<file path="config.mk">
export PLATFORM = sky130hd
export DESIGN_NAME = dm_lsu_flat
export DESIGN_NICKNAME = d
export VERILOG_FILES = /design/src/rtl/dm_lsu_pkg.sv /design/src/rtl/dm_lsu_if.sv /design/src/rtl/dm_lsu_lane.sv /design/src/rtl/dm_lsu.sv /design/src/flat_wrapper.sv
export SDC_FILE = /design/constraint.sdc
export NUM_CORES = 1
export LEC_CHECK = 0
export CORE_UTILIZATION = 30
export DETAILED_ROUTE_END_ITERATION = 10
export DONT_BUFFER_PORTS = 1
export SLEW_MARGIN = 10
export SYNTH_ARGS = -nofsm -noshare
export SYNTH_HDL_FRONTEND = slang
export SYNTH_SLANG_ARGS = --single-unit
</file>
<file path="constraint.sdc">
create_clock -name clk -period 9 [get_ports clk]
set_clock_uncertainty 0.1 [all_clocks]
set_input_delay 0.45 -clock clk [delete_from_list [all_inputs] [get_ports clk]]
set_output_delay 0.45 -clock clk [all_outputs]
set_load 0.03 [all_outputs]
</file>
<file path="src/rtl/dm_lsu_pkg.sv">
// Shared types for the data-memory load/store unit: op codes, FSM states, small helpers.
package dm_lsu_pkg;

  typedef enum logic [2:0] {
    OP_LW  = 3'd0,
    OP_LH  = 3'd1,
    OP_LHU = 3'd2,
    OP_LB  = 3'd3,
    OP_LBU = 3'd4,
    OP_SW  = 3'd5,
    OP_SH  = 3'd6,
    OP_SB  = 3'd7
  } lsu_op_e;

  typedef enum logic [2:0] {
    IDLE   = 3'd0,
    ACCESS = 3'd1,
    RMW_RD = 3'd2,
    RMW_WR = 3'd3,
    RESP   = 3'd4
  } lsu_state_e;

  function automatic logic is_store(input lsu_op_e op);
    return (op >= OP_SW);
  endfunction

  // Word ops need addr[1:0]==0, halfword ops need addr[0]==0; bytes are always aligned.
  function automatic logic is_misaligned(input lsu_op_e op, input logic [1:0] lo);
    logic bad;
    bad = 1'b0;
    case (op)
      OP_LW, OP_SW:         bad = (lo != 2'b00);
      OP_LH, OP_LHU, OP_SH: bad = lo[0];
      default:              bad = 1'b0;
    endcase
    return bad;
  endfunction

endpackage

</file>
<file path="src/rtl/dm_lsu_if.sv">
// Request/response handshake plus word-wide data-memory port of the load/store unit.
interface dm_lsu_if
  import dm_lsu_pkg::*;
#(
  parameter int ADDR_W = 14
);
  logic              req_valid;
  logic              req_ready;
  lsu_op_e           req_op;
  logic [ADDR_W-1:0] req_addr;
  logic [31:0]       req_wdata;
  logic              resp_valid;
  logic              resp_ready;
  logic [31:0]       resp_rdata;
  logic              resp_err;
  logic [ADDR_W-1:0] mem_addr;
  logic [31:0]       mem_wdata;
  logic              mem_we;
  logic [31:0]       mem_rdata;

  // The LSU side; memory read data arrives as an input alongside the request.
  modport slave (
    input  req_valid, req_op, req_addr, req_wdata, resp_ready, mem_rdata,
    output req_ready, resp_valid, resp_rdata, resp_err, mem_addr, mem_wdata, mem_we
  );

  modport master (
    output req_valid, req_op, req_addr, req_wdata, resp_ready, mem_rdata,
    input  req_ready, resp_valid, resp_rdata, resp_err, mem_addr, mem_wdata, mem_we
  );
endinterface

</file>
<file path="src/rtl/dm_lsu_lane.sv">
// Combinational lane logic: little-endian load extraction/extension and sub-word store merge.
module dm_lsu_lane
  import dm_lsu_pkg::*;
(
  input  lsu_op_e     op,
  input  logic [1:0]  lane,
  input  logic [31:0] rd_word,
  input  logic [31:0] mrg_word,
  input  logic [31:0] wdata,
  output logic [31:0] ld_data,
  output logic [31:0] st_data
);
  logic [7:0]  byte_sel;
  logic [15:0] half_sel;

  always_comb begin
    byte_sel = rd_word[7:0];
    case (lane)
      2'd0: byte_sel = rd_word[7:0];
      2'd1: byte_sel = rd_word[15:8];
      2'd2: byte_sel = rd_word[23:16];
      2'd3: byte_sel = rd_word[31:24];
      default: byte_sel = rd_word[7:0];
    endcase
    half_sel = lane[1] ? rd_word[31:16] : rd_word[15:0];

    ld_data = rd_word;
    case (op)
      OP_LH:   ld_data = {{16{half_sel[15]}}, half_sel};
      OP_LHU:  ld_data = {16'h0000, half_sel};
      OP_LB:   ld_data = {{24{byte_sel[7]}}, byte_sel};
      OP_LBU:  ld_data = {24'h000000, byte_sel};
      default: ld_data = rd_word;
    endcase
  end

  always_comb begin
    st_data = mrg_word;
    case (op)
      OP_SW: st_data = wdata;
      OP_SH: begin
        if (lane[1]) st_data[31:16] = wdata[15:0];
        else         st_data[15:0]  = wdata[15:0];
      end
      OP_SB: begin
        case (lane)
          2'd0: st_data[7:0]   = wdata[7:0];
          2'd1: st_data[15:8]  = wdata[7:0];
          2'd2: st_data[23:16] = wdata[7:0];
          2'd3: st_data[31:24] = wdata[7:0];
          default: st_data = mrg_word;
        endcase
      end
      default: st_data = mrg_word;
    endcase
  end
endmodule

</file>
<file path="src/rtl/dm_lsu.sv">
// Data-memory load/store unit: one request at a time, sub-word stores via read-modify-write.
// Optional alignment checking is enabled by defining LSU_ALIGN_CHECK_EN.
module dm_lsu
  import dm_lsu_pkg::*;
#(
  parameter int ADDR_W = 14
)(
  input  logic      clk,
  input  logic      rst_n,
  dm_lsu_if.slave   bus
);
  lsu_state_e        state_q, state_d;
  lsu_op_e           op_q;
  logic [ADDR_W-1:0] addr_q;
  logic [31:0]       wdata_q;
  logic [31:0]       merge_q;
  logic [31:0]       rdata_q;
  logic              err_q;

  logic              accept;
  logic              misalign;
  logic              req_ready;
  logic              resp_valid;
  logic              mem_we;
  logic [31:0]       mem_wdata;
  logic [31:0]       ld_data;
  logic [31:0]       st_data;

`ifdef LSU_ALIGN_CHECK_EN
  assign misalign = is_misaligned(bus.req_op, bus.req_addr[1:0]);
`else
  assign misalign = 1'b0;
`endif

  assign accept = (state_q == IDLE) && bus.req_valid;

  dm_lsu_lane u_lane (
    .op       (op_q),
    .lane     (addr_q[1:0]),
    .rd_word  (bus.mem_rdata),
    .mrg_word (merge_q),
    .wdata    (wdata_q),
    .ld_data  (ld_data),
    .st_data  (st_data)
  );

  // Write strobe and data are pure state decodes, so an async reset kills a pending write.
  always_comb begin
    state_d    = state_q;
    req_ready  = 1'b0;
    resp_valid = 1'b0;
    mem_we     = 1'b0;
    mem_wdata  = '0;
    case (state_q)
      IDLE: begin
        req_ready = 1'b1;
        if (bus.req_valid) begin
          if (misalign)                                          state_d = RESP;
          else if (bus.req_op == OP_SH || bus.req_op == OP_SB)   state_d = RMW_RD;
          else                                                   state_d = ACCESS;
        end
      end
      ACCESS: begin
        if (is_store(op_q)) begin
          mem_we    = 1'b1;
          mem_wdata = wdata_q;
        end
        state_d = RESP;
      end
      RMW_RD: state_d = RMW_WR;
      RMW_WR: begin
        mem_we    = 1'b1;
        mem_wdata = st_data;
        state_d   = RESP;
      end
      RESP: begin
        resp_valid = 1'b1;
        if (bus.resp_ready) state_d = IDLE;
      end
      default: state_d = IDLE;
    endcase
  end

  always_ff @(posedge clk or negedge rst_n) begin
    if (!rst_n) begin
      state_q <= IDLE;
      op_q    <= OP_LW;
      addr_q  <= '0;
      rdata_q <= '0;
      err_q   <= 1'b0;
    end else begin
      state_q <= state_d;
      if (accept) begin
        op_q    <= bus.req_op;
        addr_q  <= bus.req_addr;
        rdata_q <= '0;
        err_q   <= misalign;
      end else if (state_q == ACCESS && !is_store(op_q)) begin
        rdata_q <= ld_data;
      end
    end
  end

  // Pure data registers: only observed in states entered after they are loaded.
  always_ff @(posedge clk) begin
    if (accept)              wdata_q <= bus.req_wdata;
    if (state_q == RMW_RD)   merge_q <= bus.mem_rdata;
  end

  assign bus.req_ready  = req_ready;
  assign bus.resp_valid = resp_valid;
  assign bus.resp_rdata = rdata_q;
  assign bus.resp_err   = err_q;
  assign bus.mem_addr   = {addr_q[ADDR_W-1:2], 2'b00};
  assign bus.mem_wdata  = mem_wdata;
  assign bus.mem_we     = mem_we;
endmodule

</file>
<file path="src/flat_wrapper.sv">
// flat-port wrapper written by rule: the top's interface ports become plain ports
module dm_lsu_flat import dm_lsu_pkg::*;
#(
  parameter int ADDR_W = 14
)
  (clk, rst_n, bus_req_valid, bus_req_op, bus_req_addr, bus_req_wdata, bus_resp_ready, bus_mem_rdata, bus_req_ready, bus_resp_valid, bus_resp_rdata, bus_resp_err, bus_mem_addr, bus_mem_wdata, bus_mem_we);
  dm_lsu_if #(.ADDR_W(ADDR_W)) bus_i ();
  input  logic clk;
  input  logic rst_n;
  input wire logic [$bits(bus_i.req_valid)-1:0] bus_req_valid;
  input wire logic [$bits(bus_i.req_op)-1:0] bus_req_op;
  input wire logic [$bits(bus_i.req_addr)-1:0] bus_req_addr;
  input wire logic [$bits(bus_i.req_wdata)-1:0] bus_req_wdata;
  input wire logic [$bits(bus_i.resp_ready)-1:0] bus_resp_ready;
  input wire logic [$bits(bus_i.mem_rdata)-1:0] bus_mem_rdata;
  output wire logic [$bits(bus_i.req_ready)-1:0] bus_req_ready;
  output wire logic [$bits(bus_i.resp_valid)-1:0] bus_resp_valid;
  output wire logic [$bits(bus_i.resp_rdata)-1:0] bus_resp_rdata;
  output wire logic [$bits(bus_i.resp_err)-1:0] bus_resp_err;
  output wire logic [$bits(bus_i.mem_addr)-1:0] bus_mem_addr;
  output wire logic [$bits(bus_i.mem_wdata)-1:0] bus_mem_wdata;
  output wire logic [$bits(bus_i.mem_we)-1:0] bus_mem_we;
  assign bus_i.req_valid = bus_req_valid;
  assign bus_i.req_op = bus_req_op;
  assign bus_i.req_addr = bus_req_addr;
  assign bus_i.req_wdata = bus_req_wdata;
  assign bus_i.resp_ready = bus_resp_ready;
  assign bus_i.mem_rdata = bus_mem_rdata;
  assign bus_req_ready = bus_i.req_ready;
  assign bus_resp_valid = bus_i.resp_valid;
  assign bus_resp_rdata = bus_i.resp_rdata;
  assign bus_resp_err = bus_i.resp_err;
  assign bus_mem_addr = bus_i.mem_addr;
  assign bus_mem_wdata = bus_i.mem_wdata;
  assign bus_mem_we = bus_i.mem_we;
  dm_lsu #(.ADDR_W(ADDR_W)) u_core (.clk(clk), .rst_n(rst_n), .bus(bus_i));
endmodule
</file>
==> impl_metrics.tcl <==
set metrics [dict create \
    root_buffer "clkbuf_16" \
    synth.area.mux_share_pct 7.80 \
    critPathCapture "bus_mem_wdata[20]" \
    path_class "flop to primary output" \
    die_y_um 152 \
    drc 10 \
    routed_wirelength_um 22500 \
    violations "DRC" \
    pwr-share-seq_pct 37.4 \
    worst_pin_slew_ns 1.28 \
    vias 5383 \
    finalCriticalPeriod_ns 3.98 \
    synth_xor_area_share_pct 0.129 \
    syn_inst 695 \
    worstHoldPathType "input pin to flop" \
    clk_pin_slew_ns 0.06 \
    die_width_um 152 \
    synth-compound-area-share_pct 23.9 \
    avgRoutedWirePerCell_um 23.5 \
    p_int_mw 1.48 \
    clock_latency_ns 0.42 \
    drt_iter0_markers 493 \
    core_um2 22000 \
    ys_seq_area_share_pct 47.6 \
    grt_pass1_wl_um 33300 \
    power_frac_comb_pct 38.9 \
    rr_endpoint "u_core.bus.resp_rdata[27]" \
    drive_above_1_share_pct 14.7 \
    cts_buffers 17 \
    synthAdderAreaFrac_pct 0 \
    relSlewSlack_pct 13.5 \
    placementRows 54 \
    yosysWarnings 0 \
    max_freq_ghz 0.251 \
    power.density_nw_per_um2 363 \
    cap_viol_max_count 0 \
    synth_area_um2 6770 \
    drv_slew 0 \
    grt_max_degree 69 \
    critPathRequiredTime_ns 8.45 \
    r2r-start "u_core.state_q[1]" \
    ys_ff_latch 116 \
    track_usage_pct 19.4 \
    finalSetupTns_ns 0 \
    post-dp-hpwl_um 15200 \
    worstHoldStart "bus_mem_rdata[15]" \
    antennaDiodeCount 0 \
    synth-async-reset-ratio_pct 44.8 \
    post-place-ws_ns 5.39 \
    portBuffers 0 \
    p_leak_nw 2.74 \
    vdd_ir_drop_max_mv 0.149 \
    antenna_found_initial 1 \
    outcome "finished, violations left" \
    synthSimpleGateAreaFrac_pct 13.4 \
    cts_sinks 116 \
    finalHoldViolations 0 \
    clk_path_buf_depth 2 \
    fin_crit_sh_pct 44.2 \
    synth_top_family_by_area "compound AO/OA/AOI/OAI gates" \
    cts-resized-gates 0 \
    post_cts_buffers 0 \
    p_clk_share_pct 23.7 \
    initial_core_util_pct 30.8 \
    cp-end-kind "primary output" \
    ant_nets 0 \
    dr.pass1.iters 10 \
    swShare_pct 45.8 \
    cts_tree "built" \
    avgSynthCellArea_um2 9.74 \
    via_per_inst 5.61 \
    report.final.setup_viol 0 \
    crit_fanout 68 \
    h-tree-depth 4 \
    synth_edf_count 64 \
    crit_start "u_core.op_q[0]" \
    switchingPower_mw 1.25 \
    grt-ovfl-total 0 \
    place_congestion 0.803 \
    reg2regPathDepth 8 \
    reg2reg_slack_ns 5.44 \
    rsz0062_at_grt "no" \
    io_pins 167 \
    startpoint_type "flop" \
    arrival_ns 3.43 \
    die_area_um2 23200 \
    grt_pass1_vias 5173 \
    fin_nets 752 \
    synth_ff_type "edfxtp_1" \
    yosys.cell_types.count 57 \
    area_growth_pct 11.1 \
    setup_slack_ns 5.02 \
]
==> worst min path at each step <==
stage / end / slack (ns) / cells after the start
after floorplan: u_core.addr_q[0] / 0.05 / 0
after global placement: u_core.addr_q[2] / 0.06 / 0
after detailed placement: u_core.addr_q[11] / 0.06 / 0
after CTS: u_core.merge_q[30] / 0.004 / 0
after global routing: u_core.wdata_q[5] / 0.0002 / 0
final: u_core.merge_q[15] / 0.02 / 0
==> stage by stage <==
stage               std cells  cell area (um2)  util, %  total power [mW]  hold slack (ns)
finish                    960             7520     34.2              2.73           0.0170
global route              960             7520     34.2              2.87         0.000195
CTS                       948             7400     33.7              2.73          0.00378
detailed placement        914             6800     31.0              2.07           0.0569
global placement          914             6800     31.0              2.06           0.0562
floorplan                 697             6770        -              1.89           0.0544
==> Yosys cell counts, types with 2 or more instances <==
master / count / area [um2]
o221ai_1: 32 / 280
o211ai_1: 8 / 60.1
nand3_1: 2 / 10.0
o21ai_0: 81 / 405
and2_1: 4 / 25.0
a22o_1: 7 / 61.3
nand2_2: 2 / 12.5
nand2b_1: 4 / 25.0
nor3b_1: 3 / 22.5
nor2_2: 3 / 18.8
buf_4: 25 / 188
a21oi_2: 3 / 26.3
nand2_1: 129 / 484
edfxtp_1: 64 / 1920
o21ai_1: 13 / 65.1
buf_2: 26 / 130
a31oi_1: 9 / 56.3
dfrtp_1: 52 / 1300
a221oi_1: 14 / 123
mux2_2: 30 / 338
mux2i_1: 19 / 190
clkbuf_1: 20 / 75.1
nor3_1: 5 / 25.0
nor2b_1: 18 / 113
o22a_1: 8 / 70.1
or3_1: 2 / 12.5
a21oi_1: 35 / 175
a221oi_2: 8 / 120
a22oi_1: 5 / 37.5
nor2_1: 20 / 75.1
inv_1: 18 / 67.6
==> cell families after synthesis <==
| family | Yosys count |
|---|---|
| compound gates | 235 |
| simple gates | 201 |
| flops | 116 |
| xor+xnor | 1 |
| mux | 49 |
| buf+inv | 92 |
| other cells | 1 |
==> repair_timing <==
item,4_1_cts,5_1_grt
endpoints found under the setup margin,0,0
hold endpoints to repair,52,12
hold buffers,2,12
==> flip-flops by register name (all words and copies together), names as in the netlist <==
name and flops:
u_core.bus.resp_rdata 32, u_core.merge_q 32, u_core.op_q 3, u_core.wdata_q 32, u_core.addr_q 14, u_core.state_q 3
==> area by class of cell <==
cell class | count | area (um2)
Clock buffer | 24 | 514
Tap cell | 280 | 350
Clock inverter | 8 | 46.3
Inverter | 19 | 71.3
Multi-Input combinational cell | 489 | 3080
Timing Repair Buffer | 24 | 233
Sequential cell | 116 | 3230
Fill cell | 2183 | 14400
==> power by group through the flow <==
stage | registers [mW] | clock network, mW | logic, mW
2_1_floorplan | 0.900 | 0 | 0.988
3_3_place_gp | 1.03 | 0 | 1.03
3_5_place_dp | 1.03 | 0 | 1.05
4_1_cts | 1.02 | 0.657 | 1.06
5_1_grt | 1.04 | 0.682 | 1.15
6_report | 1.02 | 0.648 | 1.06
==> metal layers <==
layer	up-vias	GRT usage, %	share of wire (%)
li1	2491	-	-
met1	2632	24.4	43
met2	225	29.6	46
met3	33	7.71	9.3
met4	2	8.11	2.6
met5	-	0	0.035
==> critical path, stage by stage (launching register included) <==
cell and delay (ns):
dfrtp_2 0.33, buf_4 0.53, o21a_1 0.80, and2_1 0.23
buf_4 0.34, a21oi_1 0.07, a22oi_1 0.65
==> placed cells by master (no fill, tap or decap), drive strengths merged, types with 8 or more instances in the layout <==
cell,netlist,routed
edfxtp,64,64
o21ai,95,95
a221oi,22,22
dlygate4sd3,0,13
a21oi,39,39
clkbuf,20,24
o22a,8,8
mux2,30,30
o221ai,32,32
nor2,23,23
nand2,131,131
a31oi,10,10
dfrtp,52,52
mux2i,19,19
o211ai,8,8
inv,19,21
nor2b,18,18
buf,53,11
Note: power is estimated with default switching activity, not from simulation.
